<file path="config.mk">
export PLATFORM = sky130hd
export DESIGN_NAME = vga_frame_sig
export DESIGN_NICKNAME = d
export VERILOG_FILES = /design/src/rtl/vga_sig_pkg.sv /design/src/rtl/vga_sig_crc.sv /design/src/rtl/vga_frame_sig.sv
export SDC_FILE = /design/constraint.sdc
export NUM_CORES = 1
export LEC_CHECK = 0
export CORE_ASPECT_RATIO = 1.1
export CORE_MARGIN = 2
export CORE_UTILIZATION = 53
export DETAILED_ROUTE_END_ITERATION = 16
export DONT_BUFFER_PORTS = 1
export HOLD_SLACK_MARGIN = 0.06
export PLACE_DENSITY = 0.78
export SLEW_MARGIN = 20
export SYNTH_ARGS = -nofsm -noshare
export SYNTH_HDL_FRONTEND = slang
export SYNTH_SLANG_ARGS = --single-unit
</file>
<file path="constraint.sdc">
create_clock -name clk -period 3.7 [get_ports clk]
set_clock_uncertainty 0.05 [all_clocks]
set_input_delay 0.555 -clock clk [delete_from_list [all_inputs] [get_ports clk]]
set_output_delay 0.555 -clock clk [all_outputs]
set_load 0.1 [all_outputs]
</file>
<file path="src/rtl/vga_sig_pkg.sv">
// Shared definitions for the VGA frame-signature block: FSM states and the
// CRC-32/MPEG-2 constants.
package vga_sig_pkg;
    typedef enum logic [1:0] {
        ST_IDLE    = 2'd0,
        ST_SYNC    = 2'd1,
        ST_SKIP    = 2'd2,
        ST_CAPTURE = 2'd3
    } state_e;

    localparam logic [31:0] CRC_POLY = 32'h04C11DB7;
    localparam logic [31:0] CRC_INIT = 32'hFFFFFFFF;
endpackage

</file>
<file path="src/rtl/vga_sig_crc.sv">
// One CRC-32/MPEG-2 step over a DATA_W-bit word, MSB first, non-reflected.
module vga_sig_crc
    import vga_sig_pkg::*;
#(
    parameter int DATA_W = 24
) (
    input  logic [31:0]       crc_in,
    input  logic [DATA_W-1:0] data,
    output logic [31:0]       crc_out
);
    logic [31:0] crc_v;

    always_comb begin
        crc_v = crc_in;
        for (int i = DATA_W - 1; i >= 0; i--) begin
            if (crc_v[31] ^ data[i]) begin
                crc_v = {crc_v[30:0], 1'b0} ^ CRC_POLY;
            end else begin
                crc_v = {crc_v[30:0], 1'b0};
            end
        end
        crc_out = crc_v;
    end
endmodule

</file>
<file path="src/rtl/vga_frame_sig.sv">
// Frame signature capture: waits for a frame boundary, optionally skips
// frames, then reports CRC-32, active pixel count and active line count.
//
// Handshake: arm is a 1-cycle request honoured only in IDLE; sig_valid is a
// 1-cycle pulse with no ready (the consumer must take it that cycle), and
// sig/pix_count/line_count hold until the next pulse or reset.
module vga_frame_sig
    import vga_sig_pkg::*;
#(
    parameter int COLOR_W = 8,
    parameter int SKIP_W  = 8,
    parameter int PIX_W   = 20,
    parameter int LINE_W  = 11
) (
    input  logic                clk,
    input  logic                reset_n,
    input  logic                pix_en,
    input  logic                vga_blank_z,
    input  logic                end_line,
    input  logic                end_frame,
    input  logic [COLOR_W-1:0]  red,
    input  logic [COLOR_W-1:0]  green,
    input  logic [COLOR_W-1:0]  blue,
    input  logic                arm,
    input  logic                abort,
    input  logic                continuous,
    input  logic [SKIP_W-1:0]   skip_frames,
    output logic                busy,
    output logic                sig_valid,
    output logic [31:0]         sig,
    output logic [PIX_W-1:0]    pix_count,
    output logic [LINE_W-1:0]   line_count,
    output logic [1:0]          dbg_state
);
    state_e              state_q, state_d;
    logic [SKIP_W-1:0]   skip_q, skip_d;
    logic                cont_q, cont_d;
    logic [31:0]         crc_q, crc_d;
    logic [PIX_W-1:0]    pix_q, pix_d;
    logic [LINE_W-1:0]   line_q, line_d;
    logic                lact_q, lact_d;
    logic [31:0]         sig_q, sig_d;
    logic [PIX_W-1:0]    pixc_q, pixc_d;
    logic [LINE_W-1:0]   linec_q, linec_d;
    logic                valid_q, valid_d;

    logic                boundary;
    logic                pix_act;
    logic                line_close;
    logic                lact_or;
    logic [31:0]         crc_step;
    logic [31:0]         crc_cap;
    logic [PIX_W-1:0]    pix_cap;
    logic [LINE_W-1:0]   line_cap;
    logic                lact_cap;

    vga_sig_crc #(.DATA_W(3 * COLOR_W)) u_crc (
        .crc_in  (crc_q),
        .data    ({blue, green, red}),
        .crc_out (crc_step)
    );

    // Capture-path next values; they already include the pixel and line
    // closing on the current cycle, so a boundary result is complete.
    always_comb begin
        boundary   = pix_en & end_line & end_frame;
        pix_act    = pix_en & vga_blank_z;
        lact_or    = lact_q | pix_act;
        line_close = pix_en & end_line & lact_or;
        crc_cap    = pix_act ? crc_step : crc_q;
        pix_cap    = (pix_act && pix_q != '1) ? pix_q + PIX_W'(1) : pix_q;
        line_cap   = (line_close && line_q != '1) ? line_q + LINE_W'(1) : line_q;
        lact_cap   = line_close ? 1'b0 : lact_or;
    end

    always_comb begin
        state_d = state_q;
        skip_d  = skip_q;
        cont_d  = cont_q;
        crc_d   = crc_q;
        pix_d   = pix_q;
        line_d  = line_q;
        lact_d  = lact_q;
        sig_d   = sig_q;
        pixc_d  = pixc_q;
        linec_d = linec_q;
        valid_d = 1'b0;
        if (abort) begin
            state_d = ST_IDLE;
        end else begin
            case (state_q)
                ST_IDLE: begin
                    if (arm) begin
                        skip_d  = skip_frames;
                        cont_d  = continuous;
                        state_d = ST_SYNC;
                    end
                end
                ST_SYNC: begin
                    if (boundary) begin
                        state_d = (skip_q != '0) ? ST_SKIP : ST_CAPTURE;
                        crc_d   = CRC_INIT;
                        pix_d   = '0;
                        line_d  = '0;
                        lact_d  = 1'b0;
                    end
                end
                ST_SKIP: begin
                    if (boundary) begin
                        skip_d = skip_q - SKIP_W'(1);
                        if (skip_q == SKIP_W'(1)) begin
                            state_d = ST_CAPTURE;
                        end
                    end
                end
                default: begin
                    if (pix_en) begin
                        crc_d  = crc_cap;
                        pix_d  = pix_cap;
                        line_d = line_cap;
                        lact_d = lact_cap;
                    end
                    if (boundary) begin
                        sig_d   = crc_cap;
                        pixc_d  = pix_cap;
                        linec_d = line_cap;
                        valid_d = 1'b1;
                        crc_d   = CRC_INIT;
                        pix_d   = '0;
                        line_d  = '0;
                        lact_d  = 1'b0;
                        state_d = cont_q ? ST_CAPTURE : ST_IDLE;
                    end
                end
            endcase
        end
    end

    always_ff @(posedge clk) begin
        if (!reset_n) begin
            state_q <= ST_IDLE;
            skip_q  <= '0;
            cont_q  <= 1'b0;
            crc_q   <= '0;
            pix_q   <= '0;
            line_q  <= '0;
            lact_q  <= 1'b0;
            sig_q   <= '0;
            pixc_q  <= '0;
            linec_q <= '0;
            valid_q <= 1'b0;
        end else begin
            state_q <= state_d;
            skip_q  <= skip_d;
            cont_q  <= cont_d;
            crc_q   <= crc_d;
            pix_q   <= pix_d;
            line_q  <= line_d;
            lact_q  <= lact_d;
            sig_q   <= sig_d;
            pixc_q  <= pixc_d;
            linec_q <= linec_d;
            valid_q <= valid_d;
        end
    end

    assign busy       = (state_q != ST_IDLE);
    assign sig_valid  = valid_q;
    assign sig        = sig_q;
    assign pix_count  = pixc_q;
    assign line_count = linec_q;
    assign dbg_state  = state_q;
endmodule
</file>
; After elaboration in Yosys (flattened, before gate mapping)
; Index checks and enable logic that the tools add are counted.
[word_totals]
ff_bits = 139
out_inout_bits = 67
word_cells = 153
[classes]
addsub = 3
n_eq_ne = 9
mux = 56
bitwise = 57
n_reduce_logical = 17
[ops]
columns = cell, n
row1 = $mux W27, 24
row2 = $not A14 Y14, 24
row3 = $mux W32, 4
row4 = $mux W20, 4
row5 = $pmux W32 S2, 1
row6 = $mux W11, 4
row7 = $pmux W20 S2, 1
row8 = $xor A1 B1 Y1, 24
row9 = $pmux W11 S2, 1
row10 = $add A20 B1 Y20 const B, 1
row11 = $ne A20 B20 Y1 const B, 1
row12 = $mux W8, 2
row13 = $pmux W8 S2, 1
row14 = $mux W2, 6
row15 = $add A11 B1 Y11 const B, 1
row16 = $ne A11 B11 Y1 const B, 1
row17 = $eq A8 B1 Y1 const B, 1
row18 = $ne A2 B2 Y1 const B, 4
row19 = $reduce_and A4 Y1, 2
row20 = $reduce_bool A2 Y1, 4
row21 = $reduce_bool A8 Y1, 1
row22 = $sub A8 B1 Y8 const B, 1
row23 = $mux W1, 6
row24 = $pmux W2 S3, 1
row25 = other kinds (13), 22

; Longest topological paths before layout
; Gate-level depths: netlist of the first run.
[logic_depth]
depth_word = 52
depth_mapped = 10

; By module
; From an unflattened synthesis of the first run, not the netlist that was laid out.
[hier_totals]
hier_cells = 956
area_unflattened_um2 = 8928.6
[modules_own_cells]
columns = mod, n_inst, cells_per_inst, area_each_um2
row1 = vga_frame_sig, 1, 749, 6478.7
row2 = vga_sig_crc, 1, 207, 2449.8

; Worst setup path after synthesis of the first run
; OpenSTA, ideal clock, no wires.
[synth_timing]
path_kind = flip-flop to flip-flop
start = register state_q[0], in the netlist dbg_state[0]
end = register skip_q[2]
setup_ns = 0.128
arrival_time_ns = 3.157
path_slack_ns = 0.365
stages_incl_launch_ff = 11
n_path_buf = 1
period_less_slack_ns = 3.335
path_cell_list = dfxtp_1 -> inv_1 -> ha_1 -> inv_1 -> nor2_1 -> nor3_1 -> a21boi_0 -> clkbuf_1 -> o21ai_0 -> a2bb2oi_1 -> nor2_1
[synth_between]
elab_chain_cells = 3
elab_cells_between_ends = 7
classes_between = eq/ne: 3 / mux: 1 / reduce/logical: 3
[synth_lines]
columns = item, line_no
row1 = start: declaration, vga_frame_sig.sv:35  ; state_e state_q, state_d;
row2 = start signal: assignment, vga_frame_sig.sv:153  ; state_q <= state_d;
row3 = $eq A2 B2 Y1 / $logic_not A2 Y1 (equally long branches), vga_frame_sig.sv:91  ; case (state_q)
row4 = $ne A2 B2 Y1 (no source line) / $reduce_bool A2 Y1 (equally long branches), --
row5 = $reduce_and A4 Y1 (no source line), --
row6 = end signal: assignment, vga_frame_sig.sv:154  ; skip_q <= skip_d;
row7 = end: declaration, vga_frame_sig.sv:36  ; logic [SKIP_W-1:0] skip_q, skip_d;
; Parallel ways exist; a longest one is shown, timed or not.
; A chain may end at the register's enable or synchronous reset.

; Worst setup path after layout of the first run
[layout_timing]
start = register crc_q[28]
end = register sig_q[12], in the netlist sig[12]
[layout_between]
elab_chain_cells = 28
elab_cells_between_ends = 48
classes_between = mux: 22 / bitwise: 26
[layout_lines]
columns = item, line_no
row1 = start: declaration, vga_frame_sig.sv:38  ; logic [31:0] crc_q, crc_d;
row2 = start signal: assignment, vga_frame_sig.sv:156  ; crc_q <= crc_d;
row3 = $xor A1 B1 Y1 *, vga_sig_crc.sv:16  ; if (crc_v[31] ^ data[i]) begin
row4 = $mux W27 *, vga_sig_crc.sv:16
row5 = $mux W27 / $not A14 Y14 (equally long branches), --
row6 = $mux W27, vga_sig_crc.sv:16
row7 = $not A14 Y14 (no source line) / $mux W27 (equally long branches), --
row8 = $mux W27, vga_sig_crc.sv:16
row9 = $xor A1 B1 Y1 / $not A14 Y14 (equally long branches), --
row10 = $mux W27, vga_sig_crc.sv:16
row11 = [11 not listed], --
row12 = $mux W27 (2 in series), vga_sig_crc.sv:16
row13 = $not A14 Y14 (no source line), --
row14 = $mux W27, vga_sig_crc.sv:16
row15 = $not A14 Y14 (no source line), --
row16 = $mux W27, vga_sig_crc.sv:16
row17 = $not A14 Y14 (no source line), --
row18 = $mux W27 *, vga_sig_crc.sv:16
row19 = $mux W32 *, vga_frame_sig.sv:70  ; crc_cap = pix_act ? crc_step : crc_q;
row20 = end signal: assignment, vga_frame_sig.sv:160  ; sig_q <= sig_d;
row21 = end: declaration, vga_frame_sig.sv:42  ; logic [31:0] sig_q, sig_d;
; Mark *: on every way between the ends. The rest lies on a longest branch, timed or not.

==> results of run 1 <==
==> cell usage after synthesis (2+ instances only) <==
cell type / count
nand4_1: 4
a32oi_1: 5
dfxtp_1: 139
o211ai_1: 5
nand3_1: 16
nand2b_1: 4
mux2i_1: 7
xor3_2: 2
xor2_1: 37
nor3_1: 11
a211oi_1: 39
and2_0: 2
a21oi_1: 92
nor4_1: 7
nor2b_1: 4
a21o_1: 7
nor2_1: 113
xor3_1: 3
xnor3_1: 29
xnor2_2: 14
and4_1: 3
a31oi_1: 5
o21a_1: 2
o21ai_1: 7
or3_1: 9
inv_1: 8
and3_1: 17
nand2_1: 44
a221oi_1: 2
ha_1: 8
clkbuf_1: 50
xor2_2: 4
xnor2_1: 125
xnor3_2: 5
and2_1: 3
o21ai_0: 72
o211a_1: 3
a2bb2oi_1: 2
xnor2_4: 8
buf_1: 2
o22ai_1: 10
a22oi_1: 10
==> final timing paths <==
path / start / endpoint / depth (start not counted)
max: crc_q[28] / sig[12] / 8
min: reset_n / sig[28] / 1
max reg2reg: crc_q[28] / sig[12] / 8
min reg2reg: lact_q / lact_q / 2
==> cell families (layout without fill, tap and decap cells) <==
logic type | after synthesis | count (layout) | synth area share
AO/OA/AOI/OAI | 265 | 265 | 0.181
AND/OR/NAND/NOR | 240 | 240 | 0.125
XOR/XNOR | 227 | 227 | 0.326
flip-flops | 139 | 139 | 0.321
buffers and inverters | 61 | 80 | 0.0264
adder cells (fa/ha/maj) | 8 | 8 | 0.0115
multiplexers | 8 | 8 | 0.00938
==> power by group through the flow <==
stage | Combinational (W) | Clock, W | Sequential (W)
global route | 0.00468 | 0.00183 | 0.00153
finish | 0.00445 | 0.00174 | 0.00153
global placement | 0.00433 | 0 | 0.00156
CTS | 0.00440 | 0.00177 | 0.00153
detailed placement | 0.00435 | 0 | 0.00156
floorplan | 0.00349 | 0 | 0.00157
==> area by class of cell <==
class                      instances  area (um^2)  area share
clock buffer                      18          439      0.0456
tap                              204          255      0.0265
multi-input combinational        748         5670       0.588
inverter                           9         33.8     0.00351
clock inverter                    14          163      0.0169
sequential                       139         2780       0.289
timing repair buffer              39          293      0.0304
==> routing by layer <==
layer  GRT usage  up-vias
li1            -     3352
met1       0.332     3222
met2       0.432      241
met3      0.0639       48
met4       0.127        0
met5           0        -
==> stage by stage <==
stage,setup slack (ns),total power [W]
finish,0.348,0.00772
global route,0.167,0.00805
CTS,0.364,0.00769
detailed placement,0.249,0.00591
global placement,0.281,0.00590
floorplan,0.365,0.00506
==> flip-flops by register name, indices dropped and copies added, names as in the netlist, 2 cells and up <==
name and cells:
crc_q 32, dbg_state 2, line_count 11, line_q 11, pix_count 20, pix_q 20
sig 32, skip_q 8
==> worst reg2reg max path, delay by kind of cell (launching register included) <==
family | cells | cell delay (ns)
xor+xnor | 7 | 2.71
flops | 1 | 0.37
compound gates | 1 | 0.10
==> out/results.txt, run 1 <==
Finish-stage setup viols -> 0
Seq pwr share -> 0.199
Most frequent cells in the layout -> dfxtp_1 (139), xnor2_1 (125), nor2_1 (113)
Crit path launch type -> flop
Clock sinks -> 139
Hold WC Path Type -> input pin to flop
Critical path's most frequent cell -> xnor3_2
Peak VDD IR -> 544 uV
Total number of vias -> 6863
Finished Layout Cells -> 1171
Final min period -> 3.35 ns
Hold_ws -> 0.210 ns
Placed insts -> 1139
Reg2reg setup slack -> 0.35 ns
Commonest non-fill, non-tap cell in the layout -> dfxtp_1
Uppermost layer routed -> met4
Crit-path max FO -> 6
Clock transition at the registers of the reported paths -> 0.06 ns
WP data required -> 3.95 ns
Grt total ovfl -> 0
Post-Synthesis Cell Area -> 0.00867 mm^2
WL met3 -> 1.57 mm
Synth area leader -> dfxtp_1
Synthesized area per cell -> 9.15 um^2
Final Util -> 0.595
CP max stage delay -> 0.52 ns
Core Area -> 0.0162 mm^2
Initial Util -> 0.536
DRC -> 0
Buf/Inv on CP -> 0
DIE HEIGHT -> 138 um
Gr usage total -> 0.265
Worst Tran Pin Value -> 1.05 ns
Clock latency at the later pin of the worst-skew pair -> 0.43 ns
Initial antenna violation count -> 0
Fmax -> 298 MHz
Final #Nets -> 1003
Via density -> 5.86
Port Buffers -> 0
Final period util -> 0.906
GPL Wtd Cong -> 1.03
Synth top area share -> 0.321
Yosys cell types -> 51
Die width -> 126 um
Wire length on met2 -> 11.2 mm
Cells resized by post-CTS repair -> 0
Placed Area -> 0.00903 mm^2
Post-synth EDFFs -> 0
Root Driver -> clkbuf_16
CTS max path bufs -> 2
Top-level I/O count -> 108
Setup tns final -> 0 ns
Dpl hpwl -> 16.6 mm
Ant diodes -> 0
# fillers -> 1435
Die area -> 0.0174 mm^2
CP arrival -> 3.60 ns
Total CTS buffers -> 17
Cell-internal power -> 0.00476 W
Share of post-route cells with drive strength above 1 -> 0.112
Crit end category -> flop
H-tree levels -> 4
Yosys reg bits -> 139
Pins Over Slew Limit -> 0
Row cnt -> 49
Initial DRT Pass Iterations -> 5
Area grow syn2layout -> 11.1%
CTS tree -> built
Yosys warning count -> 0
DRT iter0 DRCs -> 544
Top post-synthesis cells by area -> dfxtp_1 (32%), xnor2_1 (13%), xnor3_1 (7.5%)
Post-synthesis sequential area ratio -> 0.321
Final Cell Area -> 0.00963 mm^2
Crit path kind -> flop to flop
Largest net degree at the start of global routing -> 76
Max Cap Viol -> 0
PwrDens -> 801 mW/mm^2
Final ANT Viol Nets -> 0
Slew headroom -> 0.298
WL met1 -> 9.24 mm
Vias in the first global route -> 6610
CP delay by family, top -> XOR/XNOR gates
Switching pwr -> 0.00295 W
Leakage -> 3.64 nW
Routed WL per cell -> 19.5 um
Status -> finished, final reports clean
CP max-delay cell -> xnor3_2
Final hold viol count -> 0
Post-Synthesis Cells -> 948
Ys flop type -> dfxtp_1
Unrepaired setup endpoints after global routing -> no
Combinational share of power -> 0.576
Post-CTS Setup Repair Bufs -> 0
Final wirelength -> 22.8 mm
Sw Ratio -> 0.383
Clock share of power -> 0.225
Cts-stage hold buffer count -> 0
Syn_nets -> 997
First-pass GRT wire length -> 36.3 mm
Asr flop ratio synth -> 0
Critical-path cell list -> xnor2_2, xnor3_2, xor2_2, xnor2_2, xnor3_2, xnor3_2, xnor2_1, o22ai_1
No activity file was read; power rests on OpenSTA's default activity.
==> run 2: changes to the inputs <==
--- a/config.mk
+++ b/config.mk
@@ -5,12 +5,14 @@
 export SDC_FILE = /design/constraint.sdc
 export NUM_CORES = 1
 export LEC_CHECK = 0
+export ABC_CLOCK_PERIOD_IN_PS = 3700
 export CORE_ASPECT_RATIO = 1.1
 export CORE_MARGIN = 2
 export CORE_UTILIZATION = 53
 export DETAILED_ROUTE_END_ITERATION = 16
 export DONT_BUFFER_PORTS = 1
 export HOLD_SLACK_MARGIN = 0.06
+export MAX_ROUTING_LAYER = met4
 export PLACE_DENSITY = 0.78
 export SLEW_MARGIN = 20
 export SYNTH_ARGS = -nofsm -noshare
==> run 2 against run 1 <==
Compared with the run above: clock power is 13% higher; worst hold slack better by 0.0071 ns; critical endpoint is now sig[8]; critical path type unchanged; critical path depth did not move; cell area increased by 1.0%; wire length hardly changed; via count increased by 0.35%; die area stayed put; global-route usage grew 0.69 points; fmax is 0.89% higher.
==> out/results.txt, run 2 (synthesis gave the netlist of run 1 again) <==
Status -> finished, final reports clean
DRC -> 0 (unchanged)
Critical R2R Launch -> crc_q[29]
Dpl hpwl -> 16.6 mm (+0.13%)
CP max-delay cell -> xnor3_1
Initial Util -> 0.536 (unchanged)
WP data required -> 3.94 ns (about the same)
Buf/Inv on CP -> 0 (unchanged)
Total number of vias -> 6887 (+0.35%)
Grt total ovfl -> 0 (unchanged)
# fillers -> 1410 (-1.7%)
Final hold viol count -> 0 (unchanged)
DIE HEIGHT -> 138 um (unchanged)
Crit-path max FO -> 6 (unchanged)
Worst Tran Pin Value -> 1.05 ns (+0.00291 ns)
Die width -> 126 um (unchanged)
Commonest non-fill, non-tap cell in the layout -> dfxtp_1
Area grow syn2layout -> 12.2%
Final wirelength -> 22.8 mm (about the same)
Fmax -> 301 MHz (+0.89%)
Ant diodes -> 0 (unchanged)
Final ANT Viol Nets -> 0 (unchanged)
CP arrival -> 3.57 ns (-0.03 ns)
First-pass GRT wire length -> 36.2 mm (-0.19%)
Placed Area -> 0.00905 mm^2 (+0.22%)
Clock transition at the registers of the reported paths -> 0.06 ns (about the same)
H-tree levels -> 4 (unchanged)
CP max stage delay -> 0.53 ns (about the same)
Crit path kind -> flop to flop
Die area -> 0.0174 mm^2 (unchanged)
CTS max path bufs -> 2 (unchanged)
Combinational share of power -> 0.556 (-0.020)
Vias in the first global route -> 6554 (-0.85%)
Routed WL per cell -> 19.5 um (about the same)
Clock latency at the later pin of the worst-skew pair -> 0.42 ns (about the same)
Initial DRT Pass Iterations -> 5 (unchanged)
Setup tns final -> 0 ns (unchanged)
Seq pwr share -> 0.194 (-0.005)
Crit end category -> flop
Hold WC Path Type -> input pin to flop
PwrDens -> 811 mW/mm^2 (+1.3%)
Hold_sp -> reset_n
Critical path's most frequent cell -> xnor3_1
Row cnt -> 49 (unchanged)
Top-level I/O count -> 108 (unchanged)
Critical R2R Capture -> sig[8]
Leakage -> 3.70 nW (+1.6%)
Core Area -> 0.0162 mm^2 (unchanged)
Sw Ratio -> 0.360 (-0.0232)
GPL Wtd Cong -> 0.970 (-5.4%)
Cts-stage hold buffer count -> 0 (unchanged)
CTS tree -> built
Final #Nets -> 1004 (+0.10%)
Final period util -> 0.898 (-0.00803)
Hold Path Depth -> 1 (unchanged)
Post-CTS Setup Repair Bufs -> 0 (unchanged)
Crit path launch type -> flop
Port Buffers -> 0 (unchanged)
Via density -> 5.88 (+0.35%)
Area of the multi-input gates -> 0.00567 mm^2 (unchanged)
Critical-path cell list -> xnor2_4, xnor3_1, xnor3_1, xnor3_2, xnor2_4, xnor3_1, xnor2_1, o22ai_1
Finish-stage setup viols -> 0 (unchanged)
Unrepaired setup endpoints after global routing -> no
R2R depth -> 8 (unchanged)
Root Driver -> clkbuf_16
Final Util -> 0.601 (+0.00618)
CP delay by family, top -> XOR/XNOR gates
DRT iter0 DRCs -> 602 (+11%)
Share of post-route cells with drive strength above 1 -> 0.112 (unchanged)
Worst Hold End -> sig[19]
Total CTS buffers -> 17 (unchanged)
Cells resized by post-CTS repair -> 0 (unchanged)
Cell-internal power -> 0.00505 W (+6.1%)
Switching pwr -> 0.00284 W (-3.9%)
Max Cap Viol -> 0 (unchanged)
Clock share of power -> 0.250 (+0.025)
Reg2reg setup slack -> 0.38 ns (+0.03 ns)
Largest net degree at the start of global routing -> 79 (+3.9%)
Final Cell Area -> 0.00973 mm^2 (+1.0%)
Pins Over Slew Limit -> 0 (unchanged)
Hold_ws -> 0.217 ns (+0.00705 ns)
Initial antenna violation count -> 0 (unchanged)
Most frequent cells in the layout -> dfxtp_1 (139), xnor2_1 (125), nor2_1 (113)
Area occupied by registers -> 0.00278 mm^2 (unchanged)
Final min period -> 3.32 ns (-0.0297 ns)
Clock sinks -> 139 (unchanged)
Peak VDD IR -> 574 uV (+5.5%)
Slew headroom -> 0.296 (-0.00194)
Gr usage total -> 0.272 (+0.00686)
-- run 2: worst register-to-register path, delay by kind of cell (launching register included) --
family         cells  cell delay [ns]
AO/OA/AOI/OAI      1             0.10
XOR/XNOR           7             2.68
flip-flops         1             0.37
-- run 2: power by group through the flow --
stage | Combinational (W) | Sequential [W] | Clock, W
floorplan | 0.00349 | 0.00157 | 0
CTS | 0.00440 | 0.00153 | 0.00200
global route | 0.00467 | 0.00153 | 0.00206
global placement | 0.00433 | 0.00156 | 0
finish | 0.00439 | 0.00153 | 0.00197
detailed placement | 0.00435 | 0.00156 | 0
-- run 2: worst max-delay path by stage --
stage	start	end	slack [ns]	cells after the start
4_1_cts	crc_q[29]	crc_q[5]	0.38	8
3_5_place_dp	blue[5]	sig[8]	0.26	8
3_3_place_gp	blue[5]	sig[8]	0.28	8
2_1_floorplan	dbg_state[0]	skip_q[2]	0.36	10
5_1_grt	crc_q[29]	sig[8]	0.22	8
6_report	crc_q[29]	sig[8]	0.38	8
-- run 2: layout make-up --
class	instances	share of cell area
clock buffers	20	0.0479
clock inverters	11	0.0221
inverters	9	0.00347
multi-input cells	748	0.582
flip-flops and latches	139	0.286
well taps	204	0.0262
repair buffers	40	0.0321
-- run 2: layer usage --
metal	track usage	up-vias	wire length (um)
li1	-	3355	-
met1	0.332	3269	9380
met2	0.439	225	11300
met3	0.0631	38	1440
met4	0.105	0	671
met5	-	-	0
-- run 2: through the flow --
stage                     instances  total power, W  worst slack, ns
after floorplan                 948         0.00506            0.365
after global placement         1140         0.00589            0.280
after detailed placement       1140         0.00592            0.258
after CTS                      1171         0.00793            0.376
after global routing           1171         0.00827            0.223
final                          1171         0.00789            0.377
